`src/rtl/bp_me_mem_arbiter_pkg.sv`:
```
// Shared types for the two-to-one BedRock memory arbiter: configuration,
// memory header payload and the command FSM states.
package bp_me_mem_arbiter_pkg;

  typedef enum logic [0:0] {e_bp_default_cfg = 1'b0} bp_params_e;

  localparam int unsigned paddr_width_p   = 40;
  localparam int unsigned did_width_p     = 3;
  localparam int unsigned lce_id_width_p  = 4;
  localparam int unsigned lce_assoc_p     = 8;
  localparam int unsigned l2_data_width_p = 64;
  localparam int unsigned lce_way_width_p = $clog2(lce_assoc_p);

  typedef struct packed {
    logic [3:0]                 msg_type;
    logic [2:0]                 size;
    logic [paddr_width_p-1:0]   addr;
    logic [did_width_p-1:0]     did;
    logic [lce_id_width_p-1:0]  lce_id;
    logic [lce_way_width_p-1:0] way_id;
  } bp_bedrock_mem_header_s;

  typedef enum logic [0:0] {e_idle, e_locked} bp_me_mem_arb_state_e;

  function automatic int unsigned l2_data_width(input bp_params_e cfg);
    case (cfg)
      default: return l2_data_width_p;
    endcase
  endfunction

endpackage

```
`src/rtl/bp_me_mem_arbiter_fifo.sv`:
```
// Small in-order FIFO recording which requester owns each outstanding
// command stream.
module bp_me_mem_arbiter_fifo #(
  parameter int unsigned width_p = 1,
  parameter int unsigned els_p   = 4
) (
  input  logic               clk_i,
  input  logic               reset_i,
  input  logic [width_p-1:0] data_i,
  input  logic               v_i,
  output logic               ready_o,
  output logic [width_p-1:0] data_o,
  output logic               v_o,
  input  logic               yumi_i
);

  localparam int unsigned ptr_w_lp = $clog2(els_p);
  localparam int unsigned cnt_w_lp = $clog2(els_p + 1);

  logic [width_p-1:0]  mem_r [els_p];
  logic [ptr_w_lp-1:0] rptr_r, wptr_r;
  logic [cnt_w_lp-1:0] count_r;

  function automatic logic [ptr_w_lp-1:0] wrap_inc(input logic [ptr_w_lp-1:0] p);
    return (p == ptr_w_lp'(els_p - 1)) ? '0 : p + ptr_w_lp'(1);
  endfunction

  assign ready_o = (count_r != cnt_w_lp'(els_p));
  assign v_o     = (count_r != '0);
  assign data_o  = mem_r[rptr_r];

  always_ff @(posedge clk_i) begin
    if (reset_i) begin
      rptr_r  <= '0;
      wptr_r  <= '0;
      count_r <= '0;
    end else begin
      if (v_i)    wptr_r <= wrap_inc(wptr_r);
      if (yumi_i) rptr_r <= wrap_inc(rptr_r);
      case ({v_i, yumi_i})
        2'b10:   count_r <= count_r + cnt_w_lp'(1);
        2'b01:   count_r <= count_r - cnt_w_lp'(1);
        default: count_r <= count_r;
      endcase
    end
  end

  // Storage needs no reset; occupancy alone defines validity.
  always_ff @(posedge clk_i) begin
    if (v_i) mem_r[wptr_r] <= data_i;
  end

endmodule

```
`src/rtl/bp_me_mem_arbiter.sv`:
```
// Round-robin, stream-locked 2:1 arbiter sharing one BedRock memory port;
// responses are steered back in command order via a tracking FIFO.
module bp_me_mem_arbiter
  import bp_me_mem_arbiter_pkg::*;
#(
  parameter bp_params_e  bp_params_p       = e_bp_default_cfg,
  parameter int unsigned outstanding_els_p = 4,
  localparam int unsigned dw_lp            = l2_data_width(bp_params_p)
) (
  input  logic                              clk_i,
  input  logic                              reset_i,

  input  bp_bedrock_mem_header_s [1:0]      req_mem_cmd_header_i,
  input  logic [1:0][dw_lp-1:0]             req_mem_cmd_data_i,
  input  logic [1:0]                        req_mem_cmd_v_i,
  input  logic [1:0]                        req_mem_cmd_last_i,
  output logic [1:0]                        req_mem_cmd_ready_and_o,

  output bp_bedrock_mem_header_s [1:0]      req_mem_resp_header_o,
  output logic [1:0][dw_lp-1:0]             req_mem_resp_data_o,
  output logic [1:0]                        req_mem_resp_v_o,
  output logic [1:0]                        req_mem_resp_last_o,
  input  logic [1:0]                        req_mem_resp_ready_and_i,

  output bp_bedrock_mem_header_s            mem_cmd_header_o,
  output logic [dw_lp-1:0]                  mem_cmd_data_o,
  output logic                              mem_cmd_v_o,
  output logic                              mem_cmd_last_o,
  input  logic                              mem_cmd_ready_and_i,

  input  bp_bedrock_mem_header_s            mem_resp_header_i,
  input  logic [dw_lp-1:0]                  mem_resp_data_i,
  input  logic                              mem_resp_v_i,
  input  logic                              mem_resp_last_i,
  output logic                              mem_resp_ready_and_o
);

  bp_me_mem_arb_state_e state_r, state_n;
  logic grant_r, grant_n, rr_r, rr_n;
  logic gnt, gnt_v, cmd_hs, push, pop;
  logic fifo_ready, fifo_v, fifo_head;

  always_ff @(posedge clk_i) begin
    if (reset_i) begin
      state_r <= e_idle;
      grant_r <= 1'b0;
      rr_r    <= 1'b0;
    end else begin
      state_r <= state_n;
      grant_r <= grant_n;
      rr_r    <= rr_n;
    end
  end

  // Grant is combinational in idle; locked holds the owner until its last beat.
  always_comb begin
    state_n = state_r;
    grant_n = grant_r;
    rr_n    = rr_r;
    gnt     = grant_r;
    gnt_v   = 1'b0;
    case (state_r)
      e_idle: begin
        gnt   = req_mem_cmd_v_i[rr_r] ? rr_r : ~rr_r;
        gnt_v = (|req_mem_cmd_v_i) & fifo_ready;
      end
      e_locked: gnt_v = 1'b1;
      default: ;
    endcase
    mem_cmd_v_o = gnt_v & req_mem_cmd_v_i[gnt] & ~reset_i;
    cmd_hs      = mem_cmd_v_o & mem_cmd_ready_and_i;
    if (cmd_hs) begin
      if (req_mem_cmd_last_i[gnt]) begin
        state_n = e_idle;
        rr_n    = ~gnt;
      end else if (state_r == e_idle) begin
        state_n = e_locked;
        grant_n = gnt;
      end
    end
  end

  assign push             = cmd_hs & (state_r == e_idle);
  assign mem_cmd_header_o = req_mem_cmd_header_i[gnt];
  assign mem_cmd_data_o   = req_mem_cmd_data_i[gnt];
  assign mem_cmd_last_o   = req_mem_cmd_last_i[gnt];

  always_comb begin
    req_mem_cmd_ready_and_o      = '0;
    req_mem_cmd_ready_and_o[gnt] = gnt_v & mem_cmd_ready_and_i & ~reset_i;
  end

  // Memory answers in command order, so the FIFO head names the response owner.
  always_comb begin
    req_mem_resp_v_o            = '0;
    req_mem_resp_v_o[fifo_head] = mem_resp_v_i & fifo_v & ~reset_i;
  end

  assign req_mem_resp_header_o = {2{mem_resp_header_i}};
  assign req_mem_resp_data_o   = {2{mem_resp_data_i}};
  assign req_mem_resp_last_o   = {2{mem_resp_last_i}};
  assign mem_resp_ready_and_o  = req_mem_resp_ready_and_i[fifo_head] & fifo_v & ~reset_i;
  assign pop                   = mem_resp_v_i & mem_resp_ready_and_o & mem_resp_last_i;

  bp_me_mem_arbiter_fifo #(
    .width_p (1),
    .els_p   (outstanding_els_p)
  ) tracker (
    .clk_i   (clk_i),
    .reset_i (reset_i),
    .data_i  (gnt),
    .v_i     (push),
    .ready_o (fifo_ready),
    .data_o  (fifo_head),
    .v_o     (fifo_v),
    .yumi_i  (pop)
  );

`ifndef SYNTHESIS
  always_ff @(posedge clk_i) begin
    if (!reset_i)
      assert (!(mem_resp_v_i && !fifo_v))
        else $error("bp_me_mem_arbiter: memory response with no outstanding command");
  end
`endif

endmodule

```
`config.mk`:
```
export PLATFORM = sky130hd
export DESIGN_NAME = bp_me_mem_arbiter
export DESIGN_NICKNAME = d
export VERILOG_FILES = /design/src/rtl/bp_me_mem_arbiter_pkg.sv /design/src/rtl/bp_me_mem_arbiter_fifo.sv /design/src/rtl/bp_me_mem_arbiter.sv
export SDC_FILE = /design/constraint.sdc
export NUM_CORES = 1
export LEC_CHECK = 0
export BUFFER_PORTS_ARGS = -buffer_cell sky130_fd_sc_hd__buf_2
export CAP_MARGIN = 0
export CORE_AREA = 2 2 292 294
export CTS_CLUSTER_DIAMETER = 40
export DETAILED_ROUTE_END_ITERATION = 8
export DIE_AREA = 0 0 294 296
export GPL_TIMING_DRIVEN = 0
export SLEW_MARGIN = 5
export SYNTH_ARGS = -nofsm -noshare
export SYNTH_HDL_FRONTEND = slang
export SYNTH_HIERARCHICAL = 1
export SYNTH_SLANG_ARGS = --single-unit
```
`constraint.sdc`:
```
create_clock -name clk_i -period 4.2 [get_ports clk_i]
set_clock_uncertainty 0.2 [all_clocks]
set_input_delay 0.84 -clock clk_i [delete_from_list [all_inputs] [get_ports clk_i]]
set_output_delay 0.84 -clock clk_i [all_outputs]
set_load 0.005 [all_outputs]
```
==> results.ini <==
[status]
outcome = complete, no violations

[final_layout]
mostFrequentLayoutCell = buf_2
multi_input_area_um2 = 1849
fill_cells = 9893
layout_common_cells = 638 x buf_2, 364 x nand2_1, 251 x buf_4, 12 x dfxtp_1, 10 x nor2_1
area_growth_pct = 108.2
fin_nets = 1735
drive_gt1_share_pct = 66.30
final-seq-area_um2 = 360.3

[drt]
viasPerCell = 2.706
wire_per_inst_um = 16.28
ant_nets = 0
wl_met1_mm = 13.12
top_layer_used = met5
routed_wl_mm = 39.87
vias = 6626
drc = 0
initialDrtViolationCount = 120
wl_met2_mm = 19.24
drtPass1Iterations = 4
wl_met3_mm = 5.918

[floorplanning]
initial_utilization_pct = 5.029
die_w_um = 294
fp-row-count = 107
ios = 746
core-area_um2 = 84210
dieArea_um2 = 87020
dieHeight_um = 296

[worst_setup_path]
cp_max_fo = 10
worst_setup_path_end_kind = output pin
slowest_delay_ns = 0.51
r2r_setup_slack_ns = 1.20
cp_cell_sequence = buf_2, nor2b_1, o31a_1, buf_6, buf_2, buf_2, nand2_1, nand2_1, buf_2
cp-start-kind = input pin
crit_path_start = req_mem_cmd_v_i[1]
path_depth = 9
critPathSlowestCell = buf_2
timing.rr.start = tracker/mem_r[3]
rr_endpoint = tracker/count_r[2]
crit_top_cell = buf_2
path_delay_family = buffers and inverters
cp.required_ns = 3.16
crit_path_end = mem_cmd_header_o[43]
crit_type = in2out
r2r_cells = 10
critPathBufInv = 5
cp.arrival_ns = 2.80

[timing]
finalCritPeriodShare_pct = 91.53
worst_slack_ns = 0.3559
fmax_ghz = 0.2601
finalHoldViolations = 0
slew_viol_final = 0
slew_headroom_pct = 46.24
rsz0062_at_grt = false
tightest_slew_ns = 0.8064
period_needed_ns = 3.844
setup_viol = 0
final.setup.tns_ns = 0

[grt]
grt_util_all_layers_pct = 8.118
grt_antenna_before_repair = 32
grt_pass1_wl_mm = 46.53
grt_pass1_vias = 5522
grt_max_degree = 14
gr-total-overflow = 0

[synth]
ys_seq_area_share_pct = 8.508
synthCells = 725
synth_top_area_share_pct = 44.49
syn_nets = 1106
synth_area_um2 = 4235
yosys_warnings = 6
yosysTopAreaCell = buf_4
synth.avg_cell_area_um2 = 5.842
synthDistinctLibCells = 38
ys_ff_latch = 16
synth_area_leaders = buf_4 44%, nand2_1 32%, dfxtp_1 5.7%

[min_path]
min_path_type = reg2reg
holdPathStages = 2

[placement]
dp_hpwl_mm = 37.02
place.gp.congestion = 0.9460
place_ws_ns = 0.2989
io_buffers = 624

[clock_tree]
post_cts_buffers = 0
cts_resized = 0
clock_latency_ns = 0.24
cts_hold_buf = 0
cts_made_buffers = 3
clockBufferDepth = 2
cts-root-buf = clkbuf_16
path_clk_slew_ns = 0.05
h-tree-depth = 1
cts_tree = yes
cts_sinks = 16

[power_and_ir_drop]
leakagePower_nw = 5.202
ir_worst_vdd_mv = 0.1355
powerDensity_nw_per_um2 = 156.5

[run]
maxCapViolations = 0

[per-stage QoR]
stage / utilization, % / hold slack (ns) / instance area (um^2) / total power, W / std cells
floorplan: - / 0.2570 / 4235 / 0.0006468 / 725
global placement: 10.36 / 0.2719 / 8722 / 0.001205 / 2439
detailed placement: 10.36 / 0.2837 / 8722 / 0.001206 / 2439
CTS: 10.45 / 0.2925 / 8801 / 0.001397 / 2443
global route: 10.46 / 0.3184 / 8808 / 0.001484 / 2446
finish: 10.47 / 0.2878 / 8816 / 0.001380 / 2449
[worst min-delay path, stage by stage, from the launching register on]
cell     delay, ns
dfxtp_1       0.32
o31ai_1       0.06
a21oi_1       0.06
[power breakdown]
| group | internal (W) | leakage [nW] | total (W) | switching [W] |
|---|---|---|---|---|
| Combinational | 0.000511 | 5.03 | 0.00103 | 0.000514 |
| Clock | 0.000126 | 0.0386 | 0.000185 | 0.0000592 |
| Sequential | 0.000164 | 0.134 | 0.000168 | 0.00000390 |
| Total | 0.000802 | 5.20 | 0.00138 | 0.000578 |
[cells by family (layout without fill, tap and decap cells)]
logic type / count (synthesis) / count (layout) / share of synthesized area (%)
and+or+nand+nor: 393 / 393 / 36.10
buffers and inverters: 282 / 910 / 47.83
AOI/OAI and AO/OA: 18 / 18 / 2.836
DFF: 16 / 16 / 8.508
adders and majority gates: 7 / 7 / 2.245
muxes: 7 / 7 / 2.068
xor gates and xnor gates: 2 / 2 / 0.4137
other: 0 / 6 / 0
[layer usage]
layer  track usage [%]  vias to the layer above
met2             14.65                      492
li1                  -                     3221
met3             4.692                       61
met4             2.825                       10
met5                 0                        -
met1             7.640                     2842
[synthesized netlist by cell type]
cell type,count
o221ai_1,1
edfxtp_1,4
nor2b_1,2
nand2_1,364
nor4bb_1,1
mux2_4,1
o22ai_1,1
mux2i_1,5
fa_1,1
inv_2,1
a21oi_1,6
nor2_1,10
nor3_1,1
and4b_1,1
or3_1,3
o41ai_1,1
and2_1,4
ha_1,6
xor2_1,2
buf_6,1
a21o_1,2
and3_1,1
o31ai_1,1
nand3_1,2
mux4_2,1
a211oi_1,1
o21ai_1,1
o31a_1,1
inv_1,8
o21ai_0,2
o31ai_2,1
nor3b_1,2
nor4_1,1
buf_4,251
dfxtp_1,12
nand2b_1,1
buf_2,14
clkbuf_1,7
[cell type report]
| class | count | area share (%) |
|---|---|---|
| clock buffer | 3 | 0.8515 |
| sequential | 16 | 4.087 |
| antenna | 6 | 0.1703 |
| clock inverter | 1 | 0.04258 |
| buffer | 273 | 22.59 |
| tap | 1090 | 15.47 |
| multi-input combinational | 427 | 20.98 |
| inverter | 9 | 0.3832 |
| timing repair buffer | 624 | 35.42 |
[worst min path at each step]
stage	from	endpoint	slack [ns]
global placement	rr_r	rr_r	0.27
global route	tracker/count_r[2]	tracker/count_r[2]	0.32
CTS	rr_r	rr_r	0.29
finish	rr_r	rr_r	0.29
floorplan	rr_r	rr_r	0.26
detailed placement	rr_r	rr_r	0.28
Note: power is estimated with default switching activity, not from simulation.
